===== config.mk =====
export PLATFORM = sky130hd
export DESIGN_NAME = jzjpcc_fetch_sequencer
export DESIGN_NICKNAME = d
export VERILOG_FILES = /design/src/rtl/jzjpcc_fetch_sequencer.sv
export SDC_FILE = /design/constraint.sdc
export NUM_CORES = 1
export LEC_CHECK = 0
export BUFFER_PORTS_ARGS = -buffer_cell sky130_fd_sc_hd__buf_2
export CAP_MARGIN = 20
export CORE_UTILIZATION = 25
export DETAILED_ROUTE_END_ITERATION = 8
export GPL_TIMING_DRIVEN = 0
export SETUP_SLACK_MARGIN = 0.02
export SYNTH_ARGS = -nofsm -noshare
export SYNTH_HDL_FRONTEND = slang
export SYNTH_SLANG_ARGS = --single-unit

===== constraint.sdc =====
create_clock -name clock -period 3.1 [get_ports clock]
set_input_delay 0.62 -clock clock [delete_from_list [all_inputs] [get_ports clock]]
set_output_delay 0.62 -clock clock [all_outputs]
set_load 0.01 [all_outputs]

===== src/rtl/jzjpcc_fetch_sequencer.sv =====
// jzjpcc_fetch_sequencer
// Fetch-stage PC control. Arbitrates redirect requests (trap > pending >
// execute > decode) and drives the PC's stall_fetch, pcCTWriteEnable and
// controlTransferNewPC inputs. Generates fetch/decode flushes. Sequences
// boot, instruction-memory wait states and debug halt.
//
// Handshake: a redirect is "selected" whenever pcCTWriteEnable=1. It is
// "accepted" at a rising edge where it is selected and stall_fetch=0. Only
// accepted redirects flush. A new request that is selected but not accepted
// is held in a one-entry pending register until it is accepted. A trap can
// also overwrite the held entry.
//
// Optional feature: define JZJPCC_FETCH_PERF_EN to add the redirect_count
// and stall_count performance counters.

module jzjpcc_fetch_sequencer #(
    // Word address [31:2] loaded on a trap (byte address 32'h4).
    parameter logic [29:0] TRAP_VECTOR = 30'h00000001,
    // Edges stall_fetch is held after reset release; legal range 1..15.
    parameter int unsigned BOOT_CYCLES = 1
) (
    input  logic        clock,
    input  logic        reset,
    input  logic        hazard_stall,
    input  logic        imem_ready,
    input  logic        trap_valid,
    input  logic        exec_redirect_valid,
    input  logic [29:0] exec_redirect_pc,
    input  logic        dec_redirect_valid,
    input  logic [29:0] dec_redirect_pc,
    input  logic        halt_req,
    output logic        stall_fetch,
    output logic        pcCTWriteEnable,
    output logic [29:0] controlTransferNewPC,
    output logic        flush_fetch,
    output logic        flush_decode,
`ifdef JZJPCC_FETCH_PERF_EN
    output logic [31:0] redirect_count,
    output logic [31:0] stall_count,
`endif
    output logic        halted
);

    typedef enum logic [1:0] {
        ST_BOOT = 2'd0,
        ST_RUN  = 2'd1,
        ST_HALT = 2'd2
    } state_e;

    // Source of the currently selected redirect.
    typedef enum logic [2:0] {
        SRC_NONE = 3'd0,
        SRC_TRAP = 3'd1,
        SRC_PEND = 3'd2,
        SRC_EXEC = 3'd3,
        SRC_DEC  = 3'd4
    } src_e;

    localparam logic [3:0] BOOT_LAST = 4'(BOOT_CYCLES - 1);

    state_e      state_q, state_d;
    logic [3:0]  boot_cnt_q, boot_cnt_d;
    logic        pend_valid_q, pend_valid_d;
    logic [29:0] pend_pc_q, pend_pc_d;
    // Set when the held entry must also flush decode (it came from trap/exec).
    logic        pend_fd_q, pend_fd_d;

    src_e        sel_src;
    logic [29:0] sel_pc;
    logic        sel_fd;
    logic        sel_is_new;
    logic        new_req;
    logic        accept;

    // Any fresh request this cycle, regardless of state.
    assign new_req = trap_valid | exec_redirect_valid | dec_redirect_valid;

    // Priority select among trap, pending entry, execute and decode.
    always_comb begin
        sel_src = SRC_NONE;
        sel_pc  = '0;
        sel_fd  = 1'b0;
        unique case (state_q)
            ST_RUN: begin
                if (trap_valid) begin
                    sel_src = SRC_TRAP;
                    sel_pc  = TRAP_VECTOR;
                    sel_fd  = 1'b1;
                end else if (pend_valid_q) begin
                    sel_src = SRC_PEND;
                    sel_pc  = pend_pc_q;
                    sel_fd  = pend_fd_q;
                end else if (exec_redirect_valid) begin
                    sel_src = SRC_EXEC;
                    sel_pc  = exec_redirect_pc;
                    sel_fd  = 1'b1;
                end else if (dec_redirect_valid) begin
                    sel_src = SRC_DEC;
                    sel_pc  = dec_redirect_pc;
                    sel_fd  = 1'b0;
                end
            end
            ST_HALT: begin
                // While halted only a trap (or an entry it left behind) counts.
                if (trap_valid) begin
                    sel_src = SRC_TRAP;
                    sel_pc  = TRAP_VECTOR;
                    sel_fd  = 1'b1;
                end else if (pend_valid_q) begin
                    sel_src = SRC_PEND;
                    sel_pc  = pend_pc_q;
                    sel_fd  = pend_fd_q;
                end
            end
            default: begin
                sel_src = SRC_NONE;
            end
        endcase
    end

    assign sel_is_new = (sel_src == SRC_TRAP) | (sel_src == SRC_EXEC) |
                        (sel_src == SRC_DEC);

    // Stall generation and PC/flush outputs.
    always_comb begin
        stall_fetch          = 1'b1;
        pcCTWriteEnable      = 1'b0;
        controlTransferNewPC = '0;
        flush_fetch          = 1'b0;
        flush_decode         = 1'b0;
        halted               = 1'b0;
        accept               = 1'b0;

        if (state_q == ST_RUN) begin
            // Halt only stalls once nothing is left to redirect.
            stall_fetch = hazard_stall | ~imem_ready |
                          (halt_req & ~pend_valid_q & ~new_req);
        end
        if (state_q == ST_HALT) begin
            halted = 1'b1;
        end

        if (sel_src != SRC_NONE) begin
            pcCTWriteEnable      = 1'b1;
            controlTransferNewPC = sel_pc;
        end

        accept       = (sel_src != SRC_NONE) & ~stall_fetch;
        flush_fetch  = accept;
        flush_decode = accept & sel_fd;
    end

    // Next-state: boot counting, pending capture/clear, halt entry/exit.
    always_comb begin
        state_d      = state_q;
        boot_cnt_d   = boot_cnt_q;
        pend_valid_d = pend_valid_q;
        pend_pc_d    = pend_pc_q;
        pend_fd_d    = pend_fd_q;

        unique case (state_q)
            ST_BOOT: begin
                boot_cnt_d = boot_cnt_q + 4'd1;
                if (boot_cnt_q == BOOT_LAST) begin
                    state_d = ST_RUN;
                end
            end
            ST_RUN, ST_HALT: begin
                if (accept) begin
                    pend_valid_d = 1'b0;
                end else if (sel_is_new && stall_fetch) begin
                    // Hold the selected request; a trap overwrites any entry.
                    pend_valid_d = 1'b1;
                    pend_pc_d    = sel_pc;
                    pend_fd_d    = sel_fd;
                end

                if (state_q == ST_RUN) begin
                    if (halt_req && !pend_valid_q && !new_req) begin
                        state_d = ST_HALT;
                    end
                end else if (!halt_req) begin
                    state_d = ST_RUN;
                end
            end
            default: begin
                state_d = ST_BOOT;
            end
        endcase
    end

    // State and pending register; reset discards everything.
    always_ff @(posedge clock or posedge reset) begin
        if (reset) begin
            state_q      <= ST_BOOT;
            boot_cnt_q   <= '0;
            pend_valid_q <= 1'b0;
            pend_pc_q    <= '0;
            pend_fd_q    <= 1'b0;
        end else begin
            state_q      <= state_d;
            boot_cnt_q   <= boot_cnt_d;
            pend_valid_q <= pend_valid_d;
            pend_pc_q    <= pend_pc_d;
            pend_fd_q    <= pend_fd_d;
        end
    end

`ifdef JZJPCC_FETCH_PERF_EN
    logic [31:0] redirect_count_q, redirect_count_d;
    logic [31:0] stall_count_q, stall_count_d;

    // Counters wrap naturally at 32 bits.
    always_comb begin
        redirect_count_d = redirect_count_q;
        stall_count_d    = stall_count_q;
        if (accept) begin
            redirect_count_d = redirect_count_q + 32'd1;
        end
        if ((state_q == ST_RUN) && stall_fetch) begin
            stall_count_d = stall_count_q + 32'd1;
        end
    end

    // Performance counter registers.
    always_ff @(posedge clock or posedge reset) begin
        if (reset) begin
            redirect_count_q <= '0;
            stall_count_q    <= '0;
        end else begin
            redirect_count_q <= redirect_count_d;
            stall_count_q    <= stall_count_d;
        end
    end

    assign redirect_count = redirect_count_q;
    assign stall_count    = stall_count_q;
`endif

endmodule


==> results of run 1 <==
[final cells by class]
class                   instances  area share
multi-input cells             193      0.3914
flip-flops and latches         38      0.2739
repair buffers                101      0.1456
inverters                      66     0.07135
well taps                     136     0.04901
plain buffers                  24     0.04252
clock buffers                   7     0.02486
clock inverters                 1    0.001441
[cells in the mapped netlist, types with 3 or more instances]
master	count	share of area
a21oi_1	43	0.080
a211o_1	29	0.094
o21ai_0	3	0.0056
inv_1	66	0.092
nor2_1	5	0.0070
buf_2	8	0.015
dfrtp_1	38	0.35
buf_8	3	0.017
mux2i_1	31	0.11
a21boi_0	15	0.042
ha_1	7	0.032
nand2_1	35	0.049
clkbuf_1	12	0.017
[stage by stage]
| stage | hold WS [ps] | worst slack (ps) | instances | total power [W] | instance area [µm²] |
|---|---|---|---|---|---|
| after global routing | 508.6 | 41.44 | 566 | 0.002726 | 3472 |
| final | 478.8 | 248.9 | 566 | 0.002505 | 3472 |
| after global placement | 462.9 | 368.1 | 559 | 0.002111 | 3374 |
| after CTS | 483.1 | 30.51 | 567 | 0.002532 | 3466 |
| after detailed placement | 470.8 | 354.1 | 559 | 0.002163 | 3374 |
| after floorplan | 446.5 | 739.3 | 322 | 0.001777 | 2699 |
[power by group through the flow]
stage          sequential, W  combinational [W]  clock [W]
6_report            0.000885            0.00126   0.000361
3_3_place_gp        0.000878            0.00123          0
2_1_floorplan       0.000859           0.000918          0
3_5_place_dp        0.000893            0.00127          0
5_1_grt             0.000920            0.00141   0.000393
4_1_cts             0.000885            0.00127   0.000373
[worst max-delay path by stage]
stage	depth (start not counted)	endpoint	from
finish	9	controlTransferNewPC[9]	state_q[1]
global route	6	controlTransferNewPC[18]	state_q[0]
CTS	9	controlTransferNewPC[10]	state_q[0]
detailed placement	8	controlTransferNewPC[9]	exec_redirect_valid
global placement	8	controlTransferNewPC[18]	exec_redirect_valid
floorplan	7	controlTransferNewPC[11]	exec_redirect_valid
[cells by family (layout without fill, tap and decap cells)]
logic type,after synthesis,count (layout),synth area share
muxes,33,33,0.1233
AOI/OAI and AO/OA,102,102,0.2578
adders and majority gates,7,7,0.03245
xor gates and xnor gates,3,3,0.009738
and+or+nand+nor,48,48,0.07743
DFF,38,38,0.3523
buffers and inverters,91,199,0.1470
[worst reg2reg max path, stage by stage, from the launching register on]
cell,delay [ps]
dfrtp_1,430
inv_1,100
ha_1,140
buf_4,160
nand2_1,60
a211o_2,340
o2111a_1,160
buf_6,150
buf_8,150
mux2i_1,170
[registers in the layout (all words and copies together), names as in the netlist]
register,cells
boot_cnt_q,4
pend_fd_q,1
pend_pc_q,30
pend_valid_q,1
state_q,2
[routing by layer]
layer,up-vias,track usage
met1,1169,0.1817
li1,1282,-
met2,89,0.2530
met4,0,0.03274
met5,-,0
met3,9,0.02698
==> reports/results.tsv, run 1 <==
stage	metric	value	unit
setup_path	cpMostUsedCell	buf_2	
drt	drc	0	
clocking	cts_buffers	5	
setup_path	r2r_start	state_q[1]	
synthesis	synth_edf_count	0	
grt	track_usage	0.1439	
floorplanning	chipHeight	105.9	µm
synthesis	syn-cell-area	2699	µm²
floorplanning	die-area	11210	µm²
setup_path	r2r_cells	9	
clocking	cts_tree	yes	
drt	dr.first_iter.drc_count	75	
power_and_ir_drop	p_seq_frac	0.354	
synthesis	syn_avg_cell_area	8.381	µm²
status	status	finished, final reports clean	
setup_path	worst_ep_arrival_time	2230	ps
drt	dr_total_vias	2549	
grt	grt_pass1_wl	12.62	mm
power_and_ir_drop	switching_share	0.4126	
power_and_ir_drop	power.internal	0.001471	W
layout	postLayoutCoreUtil	0.3333	
layout	multi_input_area	1359	µm²
drt	post_drt_via_cell_ratio	4.504	
floorplanning	ioPinCount	103	
floorplanning	start_util	0.2591	
timing	clock.fmax	350.7	MHz
synthesis	ys.flop_type	dfrtp_1	
timing	skew	6.698	ps
hold_path	holdCritStartpoint	boot_cnt_q[3]	
clocking	hold_buffers	0	
drt	met2WireLength	3.646	mm
layout	nNetsFinal	504	
clocking	path_clk_slew	80	ps
clocking	cts_num_sinks	38	
hold_path	hp-class	reg -> reg	
power_and_ir_drop	leakagePower	1.682	nW
grt	antenna_found_initial	0	
clocking	clk_path_buf_depth	2	
power_and_ir_drop	max-vdd-ir-drop	0.0002288	V
setup_path	cp_top_family	buffers and inverters	
drt	final_antenna_net_count	0	
grt	grt_overflow	0	
timing	maxSlewViolCount	0	
setup_path	crit_required	2480	ps
layout	final_cell_mix	buf_2, inv_1, a21oi_1	
clocking	htree_levels	2	
setup_path	cp_max_fo	10	
layout	area_delta_synth_final	28.65	%
timing	worst_pin_slew	843.7	ps
clocking	cts-resized-gates	0	
power_and_ir_drop	power.switching	0.001033	W
synthesis	ys_seq_elements	38	
layout	antenna_cells	0	
setup_path	cp_cell_sequence	inv_1 -> ha_1 -> buf_4 -> nand2_1 -> buf_2 -> buf_2 -> a211o_1 -> a21oi_1 -> buf_2	
clocking	insertion_delay	290	ps
power_and_ir_drop	p_comb_frac	0.502	
floorplanning	coreArea	10420	µm²
timing	setup_viol	0	
synthesis	synthArstFlopShare	1.000	
layout	ff_latch_area	950.9	µm²
hold_path	hold_depth	1	
power_and_ir_drop	p_per_area	721.4	nW/µm²
synthesis	yosysSeqAreaShare	0.3523	
setup_path	critical-path-slowest-cell	dfrtp_1	
timing	period_needed	2851	ps
setup_path	startpoint_type	flip-flop	
setup_path	rr_endpoint	pend_pc_q[13]	
timing	period_share	0.9197	
placed_design	gp_congestion	0.7535	
power_and_ir_drop	p_clk_frac	0.144	
clocking	root_buffer	clkbuf_8	
synthesis	syn_inst	322	
drt	wirelength	7.962	mm
placed_design	dpl.hpwl	5.877	mm
setup_path	worstSetupEndpointType	primary output	
synthesis	ys_warn_count	0	
floorplanning	rows	37	
drt	dr.max_layer_used	met4	
synthesis	synth_nets	397	
setup_path	r2r_setup_slack	1170	ps
layout	num-fill-cells	1131	
clocking	post_cts_buffers	0	
layout	drive_gt1_frac	0.3047	
placed_design	io_buffers	101	
drt	drt-met1-wl	3.702	mm
timing	slew_headroom	0.4367	
setup_path	crit_buf_inv	5	
grt	grt_max_degree	39	
setup_path	cpPeakStageDelay	430	ps
timing	tns	0	ps
flow_run	maxCapViolCount	0	
drt	drt-pass1-iter-count	4	
floorplanning	die_x	105.9	µm
setup_path	crit_type	reg -> out	
drt	routed-wl-met3	512	µm
hold_path	hold_end	boot_cnt_q[3]	
synthesis	synth_cell_types	35	
timing	rsz0062_at_grt	false	
timing	hold_viol	0	
grt	grt_pass1_vias	2625	
layout	final_common_cell	buf_2	
drt	routedWlPerCell	14.07	µm
Power figures use the tool's default switching activity.
==> run 2, diff against run 1 <==
CORE_MARGIN = 8   (was unset)
==> run 2 against run 1 <==
Net effect: register-to-register slack about the same; final area down 0.40%; first-iteration DRC count down 5.3%; largest cell class unchanged; largest power group unchanged; highest routed layer unchanged.
==> reports/results.tsv, run 2 (synthesis gave the netlist of run 1 again) <==
stage	metric	value	unit	change
layout	antenna_cells	0		unchanged
timing	worst_pin_slew	831.6	ps	was 843.7 ps
floorplanning	die_x	119.9	µm	was 105.9 µm
layout	postLayoutCoreUtil	0.3233		was 0.3333
placed_design	dpl.hpwl	6.477	mm	was 5.877 mm
floorplanning	die-area	14380	µm²	was 11210 µm²
layout	area_delta_synth_final	28.14	%	was 28.65%
setup_path	crit_buf_inv	5		unchanged
layout	drive_gt1_frac	0.2984		was 0.3047
placed_design	io_buffers	101		unchanged
timing	hold_viol	0		unchanged
drt	wirelength	8.374	mm	was 7.962 mm
grt	grt_pass1_vias	2667		was 2625
timing	slew_headroom	0.4448		was 0.4367
layout	num-fill-cells	1139		was 1131
grt	grt_max_degree	39		unchanged
setup_path	cp_top_family	buffers and inverters		unchanged
drt	drc	0		unchanged
flow_run	maxCapViolCount	0		unchanged
setup_path	crit_required	2480	ps	about the same
grt	track_usage	0.1167		was 0.1439
timing	maxSlewViolCount	0		unchanged
layout	ff_latch_area	950.9	µm²	unchanged
timing	setup_viol	0		unchanged
drt	post_drt_via_cell_ratio	4.383		was 4.504
timing	period_needed	2898	ps	was 2851 ps
timing	clock.fmax	345.0	MHz	was 350.7 MHz
setup_path	cpPeakStageDelay	430	ps	about the same
grt	antenna_found_initial	0		unchanged
grt	grt_overflow	0		unchanged
layout	regMostFlops	pend_pc_q		unchanged
setup_path	cpMostUsedCell	buf_2		unchanged
setup_path	crit_type	reg -> out		unchanged
layout	nNetsFinal	504		unchanged
layout	largest_reg_flops	30		unchanged
clocking	root_buffer	clkbuf_8		unchanged
timing	fin_ws	201.5	ps	was 248.9 ps
placed_design	gp_congestion	0.7346		was 0.7535
placed_design	post-place-ws	227.4	ps	was 354.1 ps
grt	grt_pass1_wl	13.61	mm	was 12.62 mm
setup_path	worst_ep_arrival_time	2280	ps	was 2230 ps
timing	tns	0	ps	unchanged
drt	final_antenna_net_count	0		unchanged
setup_path	cp_max_fo	10		unchanged
layout	final_common_cell	buf_2		unchanged
floorplanning	ioPinCount	103		unchanged
clocking	post_cts_buffers	0		unchanged
status	status	finished, final reports clean		unchanged
timing	period_share	0.9350		was 0.9197
clocking	htree_levels	2		unchanged
timing	rsz0062_at_grt	false		unchanged
setup_path	worstSetupEndpointType	primary output		unchanged
power_and_ir_drop	max-vdd-ir-drop	0.0002084	V	was 0.0002288 V
setup_path	startpoint_type	flip-flop		unchanged
clocking	path_clk_slew	80	ps	about the same
floorplanning	chipHeight	119.9	µm	was 105.9 µm
drt	drt-pass1-iter-count	5		was 4
floorplanning	coreArea	10700	µm²	was 10420 µm²
layout	multi_input_area	1355	µm²	was 1359 µm²
layout	final_cell_mix	buf_2, inv_1, a21oi_1		unchanged
timing	skew	9.816	ps	was 6.698 ps
setup_path	critical-path-slowest-cell	dfrtp_1		unchanged
layout	top_regs	pend_pc_q x30, boot_cnt_q x4, state_q x2		unchanged
setup_path	cp_cell_sequence	inv_1 -> ha_1 -> buf_4 -> nand2_1 -> buf_2 -> buf_2 -> a211o_1 -> a21oi_2 -> buf_2		was inv_1 -> ha_1 -> buf_4 -> nand2_1 -> buf_2 -> buf_2 -> a211o_1 -> a21oi_1 -> buf_2
clocking	cts_num_sinks	38		unchanged
clocking	clk_path_buf_depth	2		unchanged
drt	dr_total_vias	2494		was 2549
power_and_ir_drop	p_per_area	711.2	nW/µm²	was 721.4 nW/µm²
clocking	cts_buffers	5		unchanged
floorplanning	start_util	0.2523		was 0.2591
floorplanning	rows	38		was 37
clocking	cts_tree	yes		unchanged
hold_path	hp-class	reg -> reg		unchanged
power_and_ir_drop	leakagePower	1.671	nW	was 1.682 nW
clocking	insertion_delay	290	ps	about the same
drt	dr.first_iter.drc_count	71		was 75
drt	routedWlPerCell	14.72	µm	was 14.07 µm
## run 2: final timing paths
kind,from,to,slack (ps),cells after the start
max,state_q[1],controlTransferNewPC[9],200,9
min,boot_cnt_q[3],boot_cnt_q[3],480,1
max reg2reg,state_q[1],pend_valid_q,1160,5
min reg2reg,boot_cnt_q[3],boot_cnt_q[3],480,1
max in group asynchronous,reset,pend_pc_q[24],2070,2
min in group asynchronous,reset,boot_cnt_q[0],500,2
## run 2: repair_timing
item	in CTS	in global routing
pin swaps	0	0
gates resized for setup	1	3
hold buffers	0	0
endpoints found under the setup margin	3	11
## run 2: final cells by class
class,instances,area share
multi-input cells,193,0.3918
flip-flops and latches,38,0.2750
repair buffers,101,0.1462
inverters,66,0.07164
well taps,140,0.05065
plain buffers,24,0.04269
clock buffers,7,0.02207
## run 2: routing by layer
layer	GRT usage	vias up	share of wire
li1	-	1282	-
met1	0.1451	1125	0.47
met2	0.1970	81	0.46
met3	0.03429	6	0.060
met4	0.02186	0	0.0070
met5	0	-	0
## run 2: through the flow
| stage | cell area [µm²] | hold slack [ps] | power [W] | instances |
|---|---|---|---|---|
| global route | 3458 | 508.7 | 0.002670 | 569 |
| detailed placement | 3379 | 471.2 | 0.002155 | 563 |
| finish | 3458 | 481.9 | 0.002460 | 569 |
| floorplan | 2699 | 446.5 | 0.001777 | 322 |
| CTS | 3453 | 483.0 | 0.002494 | 569 |
| global placement | 3379 | 463.3 | 0.002108 | 563 |
## run 2: power breakdown
group	internal (W)	switching, W	total, W
Sequential	0.000743	0.000147	0.000890
Clock	0.000155	0.000171	0.000326
Combinational	0.000546	0.000698	0.00124
==> run 3, diff against run 2 <==
--- a/config.mk
+++ b/config.mk
@@ -8,5 +8,4 @@
 export BUFFER_PORTS_ARGS = -buffer_cell sky130_fd_sc_hd__buf_2
 export CAP_MARGIN = 20
-export CORE_MARGIN = 8
 export CORE_UTILIZATION = 25
 export DETAILED_ROUTE_END_ITERATION = 8
==> constraint.sdc (replaced) <==
create_clock -name clock -period 3.1 [get_ports clock]
set_input_delay 0 -clock clock [delete_from_list [all_inputs] [get_ports clock]]
set_output_delay 0 -clock clock [all_outputs]
set_load 0.01 [all_outputs]
==> run 3 against run 2 <==
Net effect: hold slack got worse by 400 ps; count of clock-buffer cells in the layout unchanged; clock skew decreased by 5.2 ps; setup slack improved by 480 ps; first-iteration DRC count increased by 5.6%; combinational power about the same; clock power increased by 9.8%; maximum frequency increased by 20%; critical path depth unchanged; die area decreased by 22%; register-to-register slack about the same; critical path type unchanged; critical endpoint is now controlTransferNewPC[14].
==> reports/results.tsv, run 3 (synthesis gave the netlist of run 1 again) <==
stage	metric	value	unit	change
status	status	finished, final reports clean		unchanged
layout	largest_reg_flops	30		unchanged
layout	nNetsFinal	506		was 504
layout	final_common_cell	buf_2		unchanged
placed_design	gp_congestion	0.7535		was 0.7346
power_and_ir_drop	p_per_area	718.4	nW/µm²	was 711.2 nW/µm²
timing	slew_headroom	0.4380		was 0.4448
placed_design	dpl.hpwl	5.877	mm	was 6.477 mm
drt	dr.first_iter.drc_count	75		was 71
drt	post_drt_via_cell_ratio	4.498		was 4.383
timing	hold_viol	0		unchanged
grt	antenna_found_initial	0		unchanged
layout	area_delta_synth_final	28.79	%	was 28.14%
clocking	post_cts_buffers	0		unchanged
layout	drive_gt1_frac	0.2986		was 0.2984
power_and_ir_drop	leakagePower	1.687	nW	was 1.671 nW
placed_design	post-place-ws	987.2	ps	was 227.4 ps
grt	track_usage	0.1439		was 0.1167
grt	grt_pass1_wl	12.62	mm	was 13.61 mm
clocking	htree_levels	2		unchanged
floorplanning	rows	37		was 38
drt	final_antenna_net_count	0		unchanged
timing	period_share	0.7787		was 0.9350
drt	dr_total_vias	2555		was 2494
clocking	path_clk_slew	80	ps	about the same
layout	num-fill-cells	1130		was 1139
drt	drc	0		unchanged
flow_run	maxCapViolCount	0		unchanged
clocking	cts-resized-gates	0		was 1
timing	period_needed	2414	ps	was 2898 ps
timing	setup_viol	0		unchanged
layout	top_regs	pend_pc_q x30, boot_cnt_q x4, state_q x2		unchanged
setup_path	worst_ep_arrival_time	2410	ps	was 2280 ps
floorplanning	chipHeight	105.9	µm	was 119.9 µm
setup_path	cp_max_fo	10		unchanged
setup_path	worstSetupEndpointType	primary output		unchanged
timing	fin_ws	686.1	ps	was 201.5 ps
grt	grt_max_degree	39		unchanged
timing	tns	0	ps	unchanged
floorplanning	die-area	11210	µm²	was 14380 µm²
clocking	insertion_delay	280	ps	was 290 ps
setup_path	startpoint_type	flip-flop		unchanged
floorplanning	ioPinCount	103		unchanged
drt	routedWlPerCell	14.02	µm	was 14.72 µm
floorplanning	start_util	0.2591		was 0.2523
timing	clock.fmax	414.3	MHz	was 345.0 MHz
layout	regMostFlops	pend_pc_q		unchanged
drt	wirelength	7.963	mm	was 8.374 mm
floorplanning	coreArea	10420	µm²	was 10700 µm²
layout	antenna_cells	0		unchanged
clocking	hold_buffers	1		was 0
timing	maxSlewViolCount	0		unchanged
drt	drt-pass1-iter-count	4		was 5
clocking	clk_path_buf_depth	2		unchanged
placed_design	io_buffers	101		unchanged
layout	final_cell_mix	buf_2, inv_1, a21oi_1		unchanged
timing	rsz0062_at_grt	false		unchanged
grt	grt_pass1_vias	2625		was 2667
grt	grt_overflow	0		unchanged
timing	fin_hold_ws	84.40	ps	was 481.9 ps
setup_path	crit_type	reg -> out		unchanged
clocking	cts_tree	yes		unchanged
timing	skew	4.614	ps	was 9.816 ps
timing	worst_pin_slew	841.8	ps	was 831.6 ps
power_and_ir_drop	max-vdd-ir-drop	0.0002283	V	was 0.0002084 V
clocking	root_buffer	clkbuf_8		unchanged
setup_path	crit_required	3100	ps	was 2480 ps
clocking	cts_num_sinks	38		unchanged
floorplanning	die_x	105.9	µm	was 119.9 µm
hold_path	hp-class	in -> reg		was reg -> reg
clocking	cts_buffers	5		unchanged
run 3: changes by cell type in the layout (fill, tap and decap cells not counted):
cell / change
clkbuf_8: +1
buf_2: +2
clkinv_2: +1
dlygate4sd3_1: +1
a21oi_1: +1
clkbuf_2: -1
buf_4: -1
a21oi_2: -1
run 3: worst max-delay path: stages (launching register included):
cell and delay [ps]:
dfrtp_1 410, inv_1 140, ha_1 290, nor2_1 100, nor3b_1 240, buf_2 300
buf_2 260, nand2_1 80, a21oi_1 160, buf_2 160
run 3: final timing paths:
path / startpoint / end / slack [ps] / depth (start not counted)
min in group asynchronous: reset / pend_pc_q[11] / 430 / 3
max in group asynchronous: reset / pend_pc_q[24] / 2140 / 3
worst min register to register: boot_cnt_q[3] / boot_cnt_q[3] / 480 / 1
worst min-delay path: exec_redirect_pc[2] / pend_pc_q[2] / 80 / 4
worst max-delay path: state_q[0] / controlTransferNewPC[14] / 690 / 9
worst max register to register: state_q[1] / pend_valid_q / 1170 / 9
run 3: metrics by stage:
step	instances	cell area (µm²)	total power (W)	util
6_report	568	3476	0.002497	0.3337
5_1_grt	568	3476	0.002721	0.3337
4_1_cts	568	3476	0.002533	0.3337
3_5_place_dp	559	3374	0.002163	0.3240
3_3_place_gp	559	3374	0.002111	0.3240
2_1_floorplan	322	2699	0.001777	-
run 3: final cells by class:
class | count | area (µm²) | share of cell area
clock inverters | 1 | 5.005 | 0.001440
clock buffers | 7 | 86.33 | 0.02484
flip-flops and latches | 38 | 950.9 | 0.2736
multi-input cells | 193 | 1351 | 0.3888
plain buffers | 25 | 148.9 | 0.04284
inverters | 66 | 247.7 | 0.07127
well taps | 136 | 170.2 | 0.04896
repair buffers | 102 | 515.5 | 0.1483
run 3: routing by layer:
metal / share of wire / GRT usage / wire, µm / vias to the layer above
met3: 0.051 / 0.02698 / 403 / 9
met2: 0.46 / 0.2530 / 3658 / 79
met4: 0.013 / 0.03274 / 101 / 0
li1: - / - / - / 1290
met5: 0 / 0 / 0 / -
met1: 0.48 / 0.1817 / 3800 / 1177
run 3: report_power, final:
| part | internal, W | leakage (nW) | switching (W) |
|---|---|---|---|
| clock network | 0.000180 | 0.0482 | 0.000178 |
| logic | 0.000546 | 1.14 | 0.000706 |
| registers | 0.000743 | 0.499 | 0.000144 |
| total | 0.00147 | 1.69 | 0.00103 |
